==> src/rtl/dmem_bridge.sv <==
// ---------------------------------------------------------------------------
// dmem_bridge
//
// Memory-stage data-memory bridge. Each load or store presented by the
// M stage becomes one valid/ready request on an external memory bus. The
// bridge holds the pipeline with stallM until the access finishes. Loads
// also wait for the read response. Misaligned addresses and bus timeouts are
// reported as a one-cycle error pulse.
//
// Ports
//   clk          clock; all state updates on the rising edge
//   rst          asynchronous, active-low reset
//   alu_outM     M-stage effective address
//   write_dataM  M-stage store data
//   mem_writeM   M-stage store
//   mem_readM    M-stage load
//   read_dataM   load data; valid in the DONE cycle, held otherwise
//   stallM       freezes the F/D/E/M pipeline registers
//   mem_errM     one-cycle error pulse (misaligned or timeout)
//   req_valid    bus request valid
//   req_ready    bus accepts request
//   req_we       request is a write
//   req_addr     word-aligned request address
//   req_wdata    request write data
//   resp_valid   read response valid
//   resp_rdata   read response data
// ---------------------------------------------------------------------------
module dmem_bridge #(
   parameter int AW      = 32,
   parameter int DW      = 32,
   parameter int TW      = 8,
   parameter int TIMEOUT = 255
) (
   input  logic          clk,
   input  logic          rst,
   input  logic [AW-1:0] alu_outM,
   input  logic [DW-1:0] write_dataM,
   input  logic          mem_writeM,
   input  logic          mem_readM,
   output logic [DW-1:0] read_dataM,
   output logic          stallM,
   output logic          mem_errM,
   output logic          req_valid,
   input  logic          req_ready,
   output logic          req_we,
   output logic [AW-1:0] req_addr,
   output logic [DW-1:0] req_wdata,
   input  logic          resp_valid,
   input  logic [DW-1:0] resp_rdata
);

   typedef enum logic [1:0] {
      IDLE,
      REQ,
      RESP,
      DONE
   } stateT;

   stateT         state;
   logic [TW-1:0] timeoutCount;
   logic          isAccess;
   logic          isAligned;
   logic          timeoutHit;

   // The counter starts at zero in the first REQ cycle. The abort happens in
   // the cycle that would otherwise be one past TIMEOUT cycles spent in REQ
   // and RESP together, so the last counted cycle is the one where the
   // counter reads TIMEOUT-1.
   assign isAccess   = mem_readM | mem_writeM;
   assign isAligned  = (alu_outM[1:0] == 2'b00);
   assign timeoutHit = (timeoutCount == TW'(TIMEOUT - 1));

   // The stall must rise in the same cycle the access is first seen.
   // Otherwise the pipeline would move the instruction out of M before the
   // bridge has captured it. It is gated by reset so an aborted transaction
   // frees the pipeline at once.
   assign stallM = rst & (((state == IDLE) && isAccess && isAligned) ||
                          (state == REQ) || (state == RESP));

   // Single transaction FSM. Every bus-facing output and the load data are
   // registered here. mem_errM defaults low each cycle, which gives it its
   // one-cycle pulse shape. A store that times out leaves read_dataM alone
   // because stores never touch the load data.
   always_ff @(posedge clk or negedge rst) begin
      if (!rst) begin
         state        <= IDLE;
         timeoutCount <= '0;
         req_valid    <= 1'b0;
         req_we       <= 1'b0;
         req_addr     <= '0;
         req_wdata    <= '0;
         read_dataM   <= '0;
         mem_errM     <= 1'b0;
      end else begin
         mem_errM <= 1'b0;
         case (state)
            IDLE: begin
               if (isAccess) begin
                  if (isAligned) begin
                     req_valid    <= 1'b1;
                     req_we       <= mem_writeM;
                     req_addr     <= alu_outM;
                     req_wdata    <= write_dataM;
                     timeoutCount <= '0;
                     state        <= REQ;
                  end else begin
                     mem_errM   <= 1'b1;
                     read_dataM <= '0;
                  end
               end
            end
            REQ: begin
               timeoutCount <= timeoutCount + TW'(1);
               if (req_ready) begin
                  req_valid <= 1'b0;
                  state     <= req_we ? DONE : RESP;
               end else if (timeoutHit) begin
                  req_valid <= 1'b0;
                  mem_errM  <= 1'b1;
                  if (!req_we) begin
                     read_dataM <= '0;
                  end
                  state <= DONE;
               end
            end
            RESP: begin
               timeoutCount <= timeoutCount + TW'(1);
               if (resp_valid) begin
                  read_dataM <= resp_rdata;
                  state      <= DONE;
               end else if (timeoutHit) begin
                  read_dataM <= '0;
                  mem_errM   <= 1'b1;
                  state      <= DONE;
               end
            end
            DONE: begin
               state <= IDLE;
            end
            default: begin
               state <= IDLE;
            end
         endcase
      end
   end

endmodule
==> config.mk <==
export PLATFORM = sky130hd
export DESIGN_NAME = dmem_bridge
export DESIGN_NICKNAME = d
export VERILOG_FILES = /design/src/rtl/dmem_bridge.sv
export SDC_FILE = /design/constraint.sdc
export NUM_CORES = 1
export LEC_CHECK = 0
export BUFFER_PORTS_ARGS = -buffer_cell sky130_fd_sc_hd__buf_2
export CORE_ASPECT_RATIO = 2
export CORE_UTILIZATION = 52
export DETAILED_ROUTE_END_ITERATION = 16
export GPL_ROUTABILITY_DRIVEN = 0
export PLACE_DENSITY = 0.89
export SKIP_CTS_REPAIR_TIMING = 1
export SYNTH_ARGS = -nofsm -noshare
export SYNTH_HDL_FRONTEND = slang
export SYNTH_SLANG_ARGS = --single-unit
==> constraint.sdc <==
create_clock -name clk -period 3.8 [get_ports clk]
set_clock_uncertainty 0.2 [all_clocks]
set_input_delay 0.76 -clock clk [delete_from_list [all_inputs] [get_ports clk]]
set_output_delay 0.76 -clock clk [all_outputs]
set_load 0.01 [all_outputs]
# After elaboration in Yosys (flattened, before gate mapping)
# Index checks and enable logic that the tools add are counted.
totals:
  wordCells: 67
  regBits: 109
  memories: 0
  latchBits: 0
  mem_bits_ro: 0
  input_bits: 102
  ramBits: 0
classes:
  addsub: 1
  order_cmp: 0
  div_mod_pow: 0
  bitwise: 2
  reduce_logical: 15
  n_eq_ne: 12
  n_mux: 29
  shift: 0
  multipliers: 0
ops:
  columns: ["operator", "n"]
  rows:
  - ["2-to-1 mux 32 bit", 7]
  - ["one-hot mux 32 bit (3 select lines)", 1]
  - ["2-to-1 mux 8 bit", 2]
  - ["one-hot mux 8 bit (2 select lines)", 1]
  - ["!= test 2 bit, second input constant", 6]
  - ["2-to-1 mux 1 bit", 10]
  - ["2-to-1 mux 2 bit", 5]
  - ["adder 8 x 1 -> 8 bit, second input constant", 1]
  - ["equality test 8 bit, second input constant", 1]
  - ["one-hot mux 2 bit (4 select lines)", 1]
  - ["AND reduction 7 bit", 1]
  - ["!= test 3 bit, second input constant", 2]
  - ["AND reduction 3 bit", 2]
  - ["equality test 2 bit, second input constant", 2]
  - ["logical NOT 2 bit", 2]
  - ["AND reduction 4 bit", 1]
  - ["nonzero test 2 bit", 2]
  - ["one-hot mux 1 bit (3 select lines)", 1]
  - ["nonzero test 3 bit", 1]
  - ["equality test 2 x 1 -> 1 bit, second input constant", 1]
  - ["logical AND 1 bit", 2]
  - ["logical OR 1 bit", 2]
  - ["one-hot mux 1 bit (2 select lines)", 1]
  - ["AND reduction 2 bit", 1]
  - ["3 further kinds", 3]

# Depth between registers and ports, before layout
# Gate-level depths: netlist (run 1).
depth:
  depth_word: 6
  ltp_mapped: 8
  ltp_nobuf: 6

# Worst setup path after synthesis (run 1)
# Ideal clock, no wire load.
synth_timing:
  path_type: "input to output"
  from: "input mem_writeM"
  to: "output stallM"
  t_arrival_ps: 1785
  path_buffers: 2
  path_slack_ps: 1055
  stages: 5
  cell_sequence: "nor2_1 > and3b_1 > buf_2 > buf_2 > o31a_1"
synth_between:
  elab_chain_len: 6
synth_lines:
  columns: ["element", "line", "source"]
  rows:
  - ["start: declaration", "38", "input logic mem_writeM,"]
  - ["OR 1 bit", "69", "assign isAccess = mem_readM | mem_writeM;"]
  - ["logical AND 1 bit (2 in a row)", "77", "assign stallM = rst & (((state == IDLE) && isAccess && isAligned) ||"]
  - ["logical OR 1 bit", "77", null]
  - ["logical OR 1 bit", "78", "(state == REQ) || (state == RESP));"]
  - ["bitwise AND 1 bit", "77", null]
  - ["end: declaration", "41", "output logic stallM,"]
# No other way between the ends.

# Worst setup path after layout (run 1)
layout_timing:
  from: "input resp_valid"
  to: "register read_dataM[6]"
layout_between:
  elab_chain_len: 2
  elab_cells_between_ends: 4
  cone_classes: "eq/ne: 1; mux: 2; reduce/logical: 1"
layout_lines:
  columns: ["element", "line", "source"]
  rows:
  - ["start: declaration", "48", "input logic resp_valid,"]
  - ["!= test 3 bit (no source line) or 2-to-1 mux 32 bit (tied branches)", null, null]
  - ["AND reduction 7 bit (no source line) or one-hot mux 32 bit (3 select lines) (tied branches)", null, null]
  - ["end signal: assignment", "129", "read_dataM <= resp_rdata;"]
  - ["end: declaration", "40", "output logic [DW-1:0] read_dataM,"]
# Several ways; a longest one is shown, not always the timed one.
# A chain may end at the register's enable or synchronous reset.

==> results of run 1 <==
## sequential cells by signal (all words and copies together), names as in the netlist
register	flops
req_wdata	32
state	2
req_valid	1
req_we	1
req_addr	32
mem_errM	1
timeoutCount	8
read_dataM	32
## worst max-delay path, cell delays in order
cell       delay, ns
buf_2           0.25
and2b_1         0.27
nor2_1          0.07
o2111ai_4       0.85
buf_4           0.37
mux2_4          0.32
## per-layer routing
metal,up-vias,wire length [µm]
li1,1618,-
met1,1757,4038
met2,131,6855
met3,37,519
met4,0,465
met5,-,0
## cells in the final DEF (no fill, tap or decap), types with 2 or more instances in the layout
| cell type | count |
|---|---|
| ha_1 | 8 |
| bufinv_16 | 2 |
| nor4_1 | 3 |
| buf_2 | 200 |
| a21oi_1 | 5 |
| nand2b_1 | 5 |
| clkbuf_1 | 2 |
| o311ai_0 | 2 |
| and3_1 | 35 |
| o31a_1 | 2 |
| dfrtp_1 | 109 |
| nor2b_1 | 2 |
| mux2_2 | 64 |
| inv_1 | 8 |
| a211o_1 | 2 |
| nand2_1 | 8 |
| o21ai_0 | 11 |
| nand3_1 | 6 |
| mux2_4 | 30 |
| buf_4 | 6 |
| nor2_1 | 9 |
| clkbuf_16 | 9 |
| o22ai_1 | 2 |
## power breakdown
part           switching, W  total (W)  internal, W  leakage [nW]
sequential         0.000273    0.00190      0.00163          1.38
clock              0.000399   0.000979     0.000581         0.154
combinational       0.00101    0.00198     0.000973          1.83
total               0.00168    0.00486      0.00318          3.36
## path summary, 6_finish.rpt
path                              from       endpoint  slack (ns)
max in group asynchronous          rst  req_wdata[28]        2.37
hold reg to reg            req_addr[0]    req_addr[0]        0.30
hold / removal             req_addr[0]    req_addr[0]        0.30
min in group asynchronous          rst   req_addr[10]        0.33
setup / recovery            resp_valid  read_dataM[6]        0.90
setup reg to reg              state[1]  read_dataM[6]        0.94
## cell type report
cell class                 count  area, µm²
clock buffer                  11      232.7
inverter                       8      30.03
multi-input combinational    207       1921
timing repair buffer         206       1046
sequential                   109       2728
fill                         672       2784
tap                          102      127.6
clock inverter                 5      82.58
## logic make-up (layout without fill, tap and decap cells)
kind of cell / Yosys count / in the layout / synth area share, %
and+or+nand+nor: 74 / 74 / 8.854
adders and majority gates: 8 / 8 / 2.089
DFF: 109 / 109 / 56.93
muxes: 94 / 94 / 24.44
buffers and inverters: 28 / 230 / 3.003
AOI/OAI and AO/OA: 31 / 31 / 4.675
## Yosys cell counts, types with 2 or more instances
library cell	instances	area [µm²]
a211o_1	2	17.52
a21oi_1	5	25.02
and3_1	35	219.0
buf_2	7	35.03
buf_6	4	45.04
clkbuf_1	9	33.78
dfrtp_1	109	2728
ha_1	8	100.1
inv_1	8	30.03
mux2_2	64	720.7
mux2_4	30	450.4
nand2_1	8	30.03
nand2b_1	5	31.28
nand3_1	6	30.03
nor2_1	9	33.78
nor2b_1	2	12.51
nor4_1	3	18.77
o21ai_0	11	55.05
o22ai_1	2	12.51
o311ai_0	2	17.52
o31a_1	2	17.52
## per-stage QoR
step | power (W) | hold slack [ns] | instance area (µm²)
global route | 0.005147 | 0.3218 | 6167
CTS | 0.004902 | 0.3062 | 6167
global placement | 0.003786 | 0.2811 | 5852
floorplan | 0.003159 | 0.2644 | 4791
finish | 0.004863 | 0.2982 | 6167
detailed placement | 0.003908 | 0.2860 | 5852
==> impl_metrics.json, run 1 <==
{
  "grt_pass1_vias": 3663,
  "io_pins": 202,
  "cp.arrival_ns": 2.91,
  "port_buffers": 201,
  "start_util_pct": 53.52,
  "row_count": 49,
  "instances_no_fill": 648,
  "start_kind": "primary input",
  "dr.pass1.iters": 4,
  "use_met2_pct": 46.15,
  "ant_nets": 0,
  "cts_sinks": 109,
  "die_area_mm2": 0.009624,
  "powerDensity_mw_per_mm2": 788.5,
  "irDropWorstVdd_uv": 546.2,
  "grt_use_met1_pct": 25.06,
  "fin_setup_tns_ns": 0,
  "syn_nets": 454,
  "die_w_um": 69.87,
  "cts.clk_slew.worst_paths_ns": 0.06,
  "synth-seq-cells": 109,
  "tightest_slew_ns": 1.072,
  "syn-instance-count": 344,
  "ys.flop_type": "dfrtp_1",
  "leakage_nw": 3.364,
  "clockBufferDepth": 2,
  "setup_viol": 0,
  "synth_cell_type_count": 34,
  "grt_setup_unrepaired": "no",
  "busiest_layer": "met2",
  "min_path_type": "flip-flop to flip-flop",
  "root_buffer": "clkbuf_16",
  "num_vias": 3543,
  "netlist_area_mm2": 0.004791,
  "insertion_delay_ns": 0.33,
  "rr_worst_depth": 6,
  "post-route-period-util_pct": 76.24,
  "drive_gt1_share_pct": 58.42,
  "dieHeight_um": 137.7,
  "crit_fanout": 34,
  "use_met3_pct": 4.828,
  "fmax_ghz": 0.3452,
  "htreeDepth": 3,
  "synth.avg_cell_area_um2": 13.93,
  "drv_cap": 0,
  "critPathRequiredTime_ns": 3.82,
  "drt-total-wl_mm": 11.88,
  "drt_iter0_drc": 168,
  "ys_seq_area_share_pct": 56.93,
  "grt_max_degree": 71,
  "vias_per_cell": 5.468,
  "place_ws_ns": 0.5894,
  "cts_made_buffers": 9,
  "worst_slack_ns": 0.9028,
  "slew_viol_final": 0,
  "wl_per_cell_um": 18.33,
  "coreArea_mm2": 0.008951,
  "whs_path_depth": 1,
  "overflow": 0,
  "endpoint_kind": "flip-flop",
  "relSlewSlack_pct": 28.49,
  "synth-async-reset-ratio_pct": 100.0,
  "min_period_ns": 2.897,
  "finish.utilization_pct": 68.90,
  "placedCellCount": 632,
  "syn2layout_area_growth_pct": 28.73,
  "yosysWarningCount": 0,
  "place_hpwl_mm": 8.842,
  "drc": 0,
  "nNetsFinal": 651,
  "grt_usage_pct": 24.63,
  "critPathKind": "primary input to flip-flop",
  "antenna_cells": 0,
  "grt_pass1_wl_mm": 18.26,
  "cts_tree": "yes",
  "synth_edf_count": 0,
  "outcome": "finished, final reports clean",
  "finalHoldViolCount": 0,
  "antenna_found_initial": 0
}
No activity file was read; power rests on OpenSTA's default activity.
==> inputs of run 2 (changes only) <==
--- a/config.mk
+++ b/config.mk
@@ -7,10 +7,10 @@
 export LEC_CHECK = 0
 export BUFFER_PORTS_ARGS = -buffer_cell sky130_fd_sc_hd__buf_2
 export CORE_ASPECT_RATIO = 2
-export CORE_UTILIZATION = 52
+export CORE_UTILIZATION = 48
 export DETAILED_ROUTE_END_ITERATION = 16
 export GPL_ROUTABILITY_DRIVEN = 0
-export PLACE_DENSITY = 0.89
+export PLACE_DENSITY = 0.83
 export SKIP_CTS_REPAIR_TIMING = 1
 export SYNTH_ARGS = -nofsm -noshare
 export SYNTH_HDL_FRONTEND = slang
==> constraint.sdc (replaced) <==
create_clock -name clk -period 2.8 [get_ports clk]
set_clock_uncertainty 0.2 [all_clocks]
set_input_delay 0.56 -clock clk [delete_from_list [all_inputs] [get_ports clk]]
set_output_delay 0.56 -clock clk [all_outputs]
set_load 0.01 [all_outputs]
==> run 2 against run 1 <==
  * Global-route usage decreased by 2.7 points
  * First-iteration DRC count decreased by 14%
  * Cell count increased by 4.6%
  * Critical path type is now flip-flop to output pin
  * Final area increased by 0.59%
  * Sequential share of layout area decreased by 0.26 points
  * Combinational power increased by 37%
  * Setup slack got worse by 0.65 ns
  * Core utilization decreased by 4.9 points
  * Flip-flop and latch count unchanged
  * Clock-buffer cell count decreased by 1
==> impl_metrics.json, run 2 (synthesized netlist as in run 1, its figures left out) <==
{
  "grt_setup_unrepaired": "no",
  "post-route-period-util_pct": 91.04,
  "coreArea_mm2": 0.009699,
  "antenna_found_initial": 0,
  "die_w_um": 72.65,
  "timing.rr.end": "read_dataM[31]",
  "port_buffers": 201,
  "powerDensity_mw_per_mm2": 1039,
  "drt_iter0_drc": 145,
  "relSlewSlack_pct": 61.37,
  "leakage_nw": 3.350,
  "min_path_type": "primary input to asynchronous set/reset pin",
  "critPathRequiredTime_ns": 2.04,
  "row_count": 51,
  "drive_gt1_share_pct": 58.61,
  "grt_pass1_wl_mm": 17.27,
  "irDropWorstVdd_uv": 1025,
  "wl_per_cell_um": 16.84,
  "htreeDepth": 3,
  "nNetsFinal": 651,
  "insertion_delay_ns": 0.33,
  "cts_tree": "yes",
  "crit_slowest_cell": "dfrtp_1",
  "grt_pass1_vias": 3518,
  "reg.largest.list": "read_dataM (32), req_addr (32), req_wdata (32)",
  "drv_cap": 0,
  "grt_usage_pct": 21.90,
  "slew_viol_final": 0,
  "fin_setup_tns_ns": 0,
  "clockBufferDepth": 2,
  "use_met3_pct": 3.317,
  "cp_cell_sequence": "inv_1, ha_1, and3b_2, o31a_1, buf_2",
  "use_met2_pct": 40.92,
  "r2r-start": "state[0]",
  "drt-total-wl_mm": 11.42,
  "die_area_mm2": 0.01041,
  "layout_common_cells": "buf_2, dfrtp_1, mux2_2",
  "vias_per_cell": 5.171,
  "total_power_w": 0.006448,
  "cts_made_buffers": 9,
  "setup_viol": 0,
  "place_hpwl_mm": 8.479,
  "dieHeight_um": 143.3,
  "cts_sinks": 109,
  "start_kind": "flip-flop",
  "outcome": "finished, final reports clean",
  "critPathKind": "flip-flop to output pin",
  "num_vias": 3506,
  "endpoint_kind": "output pin",
  "antenna_cells": 0,
  "start_util_pct": 49.39,
  "rrSetupSlack_ns": 0.50,
  "root_buffer": "clkbuf_16",
  "overflow": 0,
  "tightest_slew_ns": 0.5795,
  "finalHoldViolCount": 0,
  "final_common_cell": "buf_2",
  "cp.arrival_ns": 1.79,
  "critPathMaxStageDelay_ns": 0.42,
  "cts.clk_slew.worst_paths_ns": 0.07,
  "crit_fanout": 7,
  "busiest_layer": "met2",
  "dr.pass1.iters": 4,
  "grt_max_degree": 110,
  "drc": 0,
  "io_pins": 202,
  "rr_worst_depth": 7,
  "fmax_ghz": 0.3923,
  "min_period_ns": 2.549,
  "syn2layout_area_growth_pct": 29.49,
  "grt_use_met1_pct": 23.73,
  "ant_nets": 0
}
## run 2: cell types whose count changed in the layout (fill, tap and decap cells not counted)
cell        previous run  this run
bufinv_16              2         0
buf_4                  6         3
buf_12                 0         3
clkinvlp_4             0         3
inv_8                  0         1
clkbuf_1               2         1
inv_6                  1         0
## run 2: metal layers
layer | wire, µm | up-vias
met5 | 0 | -
met4 | 322 | 0
met3 | 435 | 25
met2 | 6521 | 117
met1 | 4139 | 1740
li1 | - | 1624
## run 2: how the worst max path moves through the flow
| stage | startpoint | endpoint | cells after the start |
|---|---|---|---|
| 3_3_place_gp | resp_valid | read_dataM[13] | 6 |
| 2_1_floorplan | mem_writeM | stallM | 5 |
| 4_1_cts | state[0] | stallM | 5 |
| 5_1_grt | state[0] | stallM | 5 |
| 3_5_place_dp | resp_valid | read_dataM[16] | 6 |
| 6_report | state[1] | stallM | 5 |
## run 2: stage by stage
stage | instances | util [%] | hold slack, ns | setup WS [ns] | area [µm²]
6_report | 678 | 63.96 | 0.09939 | 0.2508 | 6203
5_1_grt | 678 | 63.96 | 0.1600 | 0.1447 | 6203
4_1_cts | 678 | 63.96 | 0.1393 | 0.2258 | 6203
3_5_place_dp | 662 | 61.11 | 0.2897 | 0.4133 | 5927
3_3_place_gp | 662 | 61.11 | 0.2822 | 0.4779 | 5927
2_1_floorplan | 344 | - | 0.06441 | 0.4554 | 4791
## run 2: area by class of cell
cell class	count	area, µm²
clock buffers	10	229.0
clock inverters	6	47.55
fillers	771	3496
inverters	8	30.03
multi-input cells	207	1921
flip-flops and latches	109	2728
well taps	132	165.2
repair buffers	206	1084
## run 2: worst max-delay path, delay by kind of cell (launching register included)
kind,cells,cell delay (ns)
flip-flops,1,0.42
AND/OR/NAND/NOR,1,0.29
AO/OA/AOI/OAI,1,0.23
adder cells (fa/ha/maj),1,0.27
buffers and inverters,2,0.24
## run 2: report_power, final
group | switching (W) | total [W] | internal, W
logic | 0.00136 | 0.00271 | 0.00134
registers | 0.000362 | 0.00257 | 0.00221
clock network | 0.000560 | 0.00117 | 0.000610
total | 0.00229 | 0.00645 | 0.00416
==> inputs of run 3 (changes only) <==
==> constraint.sdc (replaced) <==
create_clock -name clk -period 2.9 [get_ports clk]
set_clock_uncertainty 0.2 [all_clocks]
set_input_delay 0.58 -clock clk [delete_from_list [all_inputs] [get_ports clk]]
set_output_delay 0.58 -clock clk [all_outputs]
set_load 0.01 [all_outputs]
==> run 3 against run 2 <==
  * Via count grew 1.5%
  * Clock power is essentially flat
  * Worst hold slack gained 0.016 ns
  * Flip-flop and latch count is the same
  * First-iteration DRC count is 25% higher
==> impl_metrics.json, run 3 (synthesized netlist as in run 1, its figures left out) <==
{
  "wl_per_cell_um": 16.66,
  "tightest_slew_ns": 0.5951,
  "drive_gt1_share_pct": 58.35,
  "dieHeight_um": 143.3,
  "leakage_nw": 3.350,
  "fin_setup_tns_ns": 0,
  "reg.largest.list": "read_dataM (32), req_addr (32), req_wdata (32)",
  "place_hpwl_mm": 8.342,
  "start_kind": "flip-flop",
  "rr_worst_depth": 6,
  "min_period_ns": 2.567,
  "overflow": 0,
  "timing.rr.end": "read_dataM[1]",
  "syn2layout_area_growth_pct": 29.46,
  "total_power_w": 0.006224,
  "crit_slowest_cell": "dfrtp_1",
  "num_vias": 3558,
  "clockBufferDepth": 2,
  "ant_nets": 0,
  "outcome": "finished, final reports clean",
  "dr_wl_met2_mm": 6.221,
  "die_w_um": 72.65,
  "wl_met1_mm": 4.119,
  "insertion_delay_ns": 0.33,
  "start_util_pct": 49.39,
  "cts_made_buffers": 9,
  "grt_pass1_wl_mm": 17.02,
  "layout_common_cells": "buf_2, dfrtp_1, mux2_2",
  "cts.clk_slew.worst_paths_ns": 0.07,
  "setup_viol": 0,
  "final_common_cell": "buf_2",
  "htreeDepth": 3,
  "fillers": 781,
  "drc": 0,
  "drt_iter0_drc": 181,
  "dr.pass1.iters": 4,
  "vias_per_cell": 5.240,
  "coreArea_mm2": 0.009699,
  "fmax_ghz": 0.3895,
  "grt_setup_unrepaired": "no",
  "irDropWorstVdd_uv": 653.1,
  "io_pins": 202,
  "met3_length_um": 486,
  "critPathRequiredTime_ns": 2.12,
  "relSlewSlack_pct": 60.33,
  "rrSetupSlack_ns": 0.56,
  "antenna_found_initial": 2,
  "finalHoldViolCount": 0,
  "nNetsFinal": 650,
  "r2r-start": "state[1]",
  "crit_fanout": 7,
  "grt_pass1_vias": 3507,
  "root_buffer": "clkbuf_16",
  "cts_tree": "yes",
  "powerDensity_mw_per_mm2": 1004,
  "dr.max_layer_used": "met4",
  "port_buffers": 201,
  "critPathMaxStageDelay_ns": 0.41,
  "grt_usage_pct": 21.52,
  "cp.arrival_ns": 1.79,
  "min_path_type": "primary input to asynchronous set/reset pin",
  "drv_cap": 0,
  "drt-total-wl_mm": 11.31,
  "die_area_mm2": 0.01041,
  "critPathKind": "flip-flop to output pin",
  "cp_cell_sequence": "inv_1, ha_1, and3b_2, o31a_1, buf_2",
  "row_count": 51,
  "endpoint_kind": "output pin",
  "post-route-period-util_pct": 88.52,
  "grt_max_degree": 110,
  "cts_sinks": 109,
  "slew_viol_final": 0
}
## run 3: changes by cell type in the layout (fill, tap and decap cells not counted), sizes merged
cell | previous run | this run
clkbuf | 10 | 11
buf | 206 | 205
diode | 0 | 2
clkinvlp | 3 | 1
clkinv | 2 | 3
## run 3: worst max-delay path, delay by kind of cell, from the launching register on
kind / cells / cell delay, ns
buffers and inverters: 2 / 0.24
AOI/OAI and AO/OA: 1 / 0.23
DFF: 1 / 0.41
adders and majority gates: 1 / 0.30
and+or+nand+nor: 1 / 0.27
## run 3: cell type report
cell class | instances | area, µm² | share of cell area, %
Sequential cell | 109 | 2728 | 43.98
Timing Repair Buffer | 205 | 1076 | 17.35
Inverter | 8 | 30.03 | 0.4842
Clock inverter | 5 | 45.04 | 0.7262
Antenna cell | 2 | 5.005 | 0.08069
Clock buffer | 11 | 232.7 | 3.752
Tap cell | 132 | 165.2 | 2.663
Multi-Input combinational cell | 207 | 1921 | 30.97
## run 3: power breakdown
| part | total [W] | switching (W) | internal [W] |
|---|---|---|---|
| sequential | 0.00248 | 0.000343 | 0.00213 |
| combinational | 0.00261 | 0.00131 | 0.00129 |
| clock | 0.00114 | 0.000548 | 0.000595 |
## run 3: worst max-delay path by stage
stage	slack, ns	start	cells after the start	endpoint
floorplan	0.52	mem_writeM	5	stallM
global placement	0.40	resp_valid	6	read_dataM[13]
detailed placement	0.35	resp_valid	6	read_dataM[29]
CTS	0.31	state[0]	5	stallM
global route	0.22	state[1]	5	stallM
finish	0.33	state[0]	5	stallM
## run 3: stage by stage
step	hold slack [ns]	instance area, µm²	util, %	setup slack [ns]	std cells
floorplan	0.08441	4791	-	0.5154	344
detailed placement	0.2886	5919	61.03	0.3460	661
CTS	0.1596	6197	63.89	0.3090	677
global placement	0.2799	5919	61.03	0.3957	661
finish	0.1154	6202	63.94	0.3329	679
global route	0.1755	6202	63.94	0.2192	679
## run 3: metal layers
layer / vias to the layer above / global-route usage, %
li1: 1616 / -
met1: 1766 / 24.20
met2: 144 / 37.38
met3: 32 / 3.458
met4: 0 / 12.90
met5: - / 0
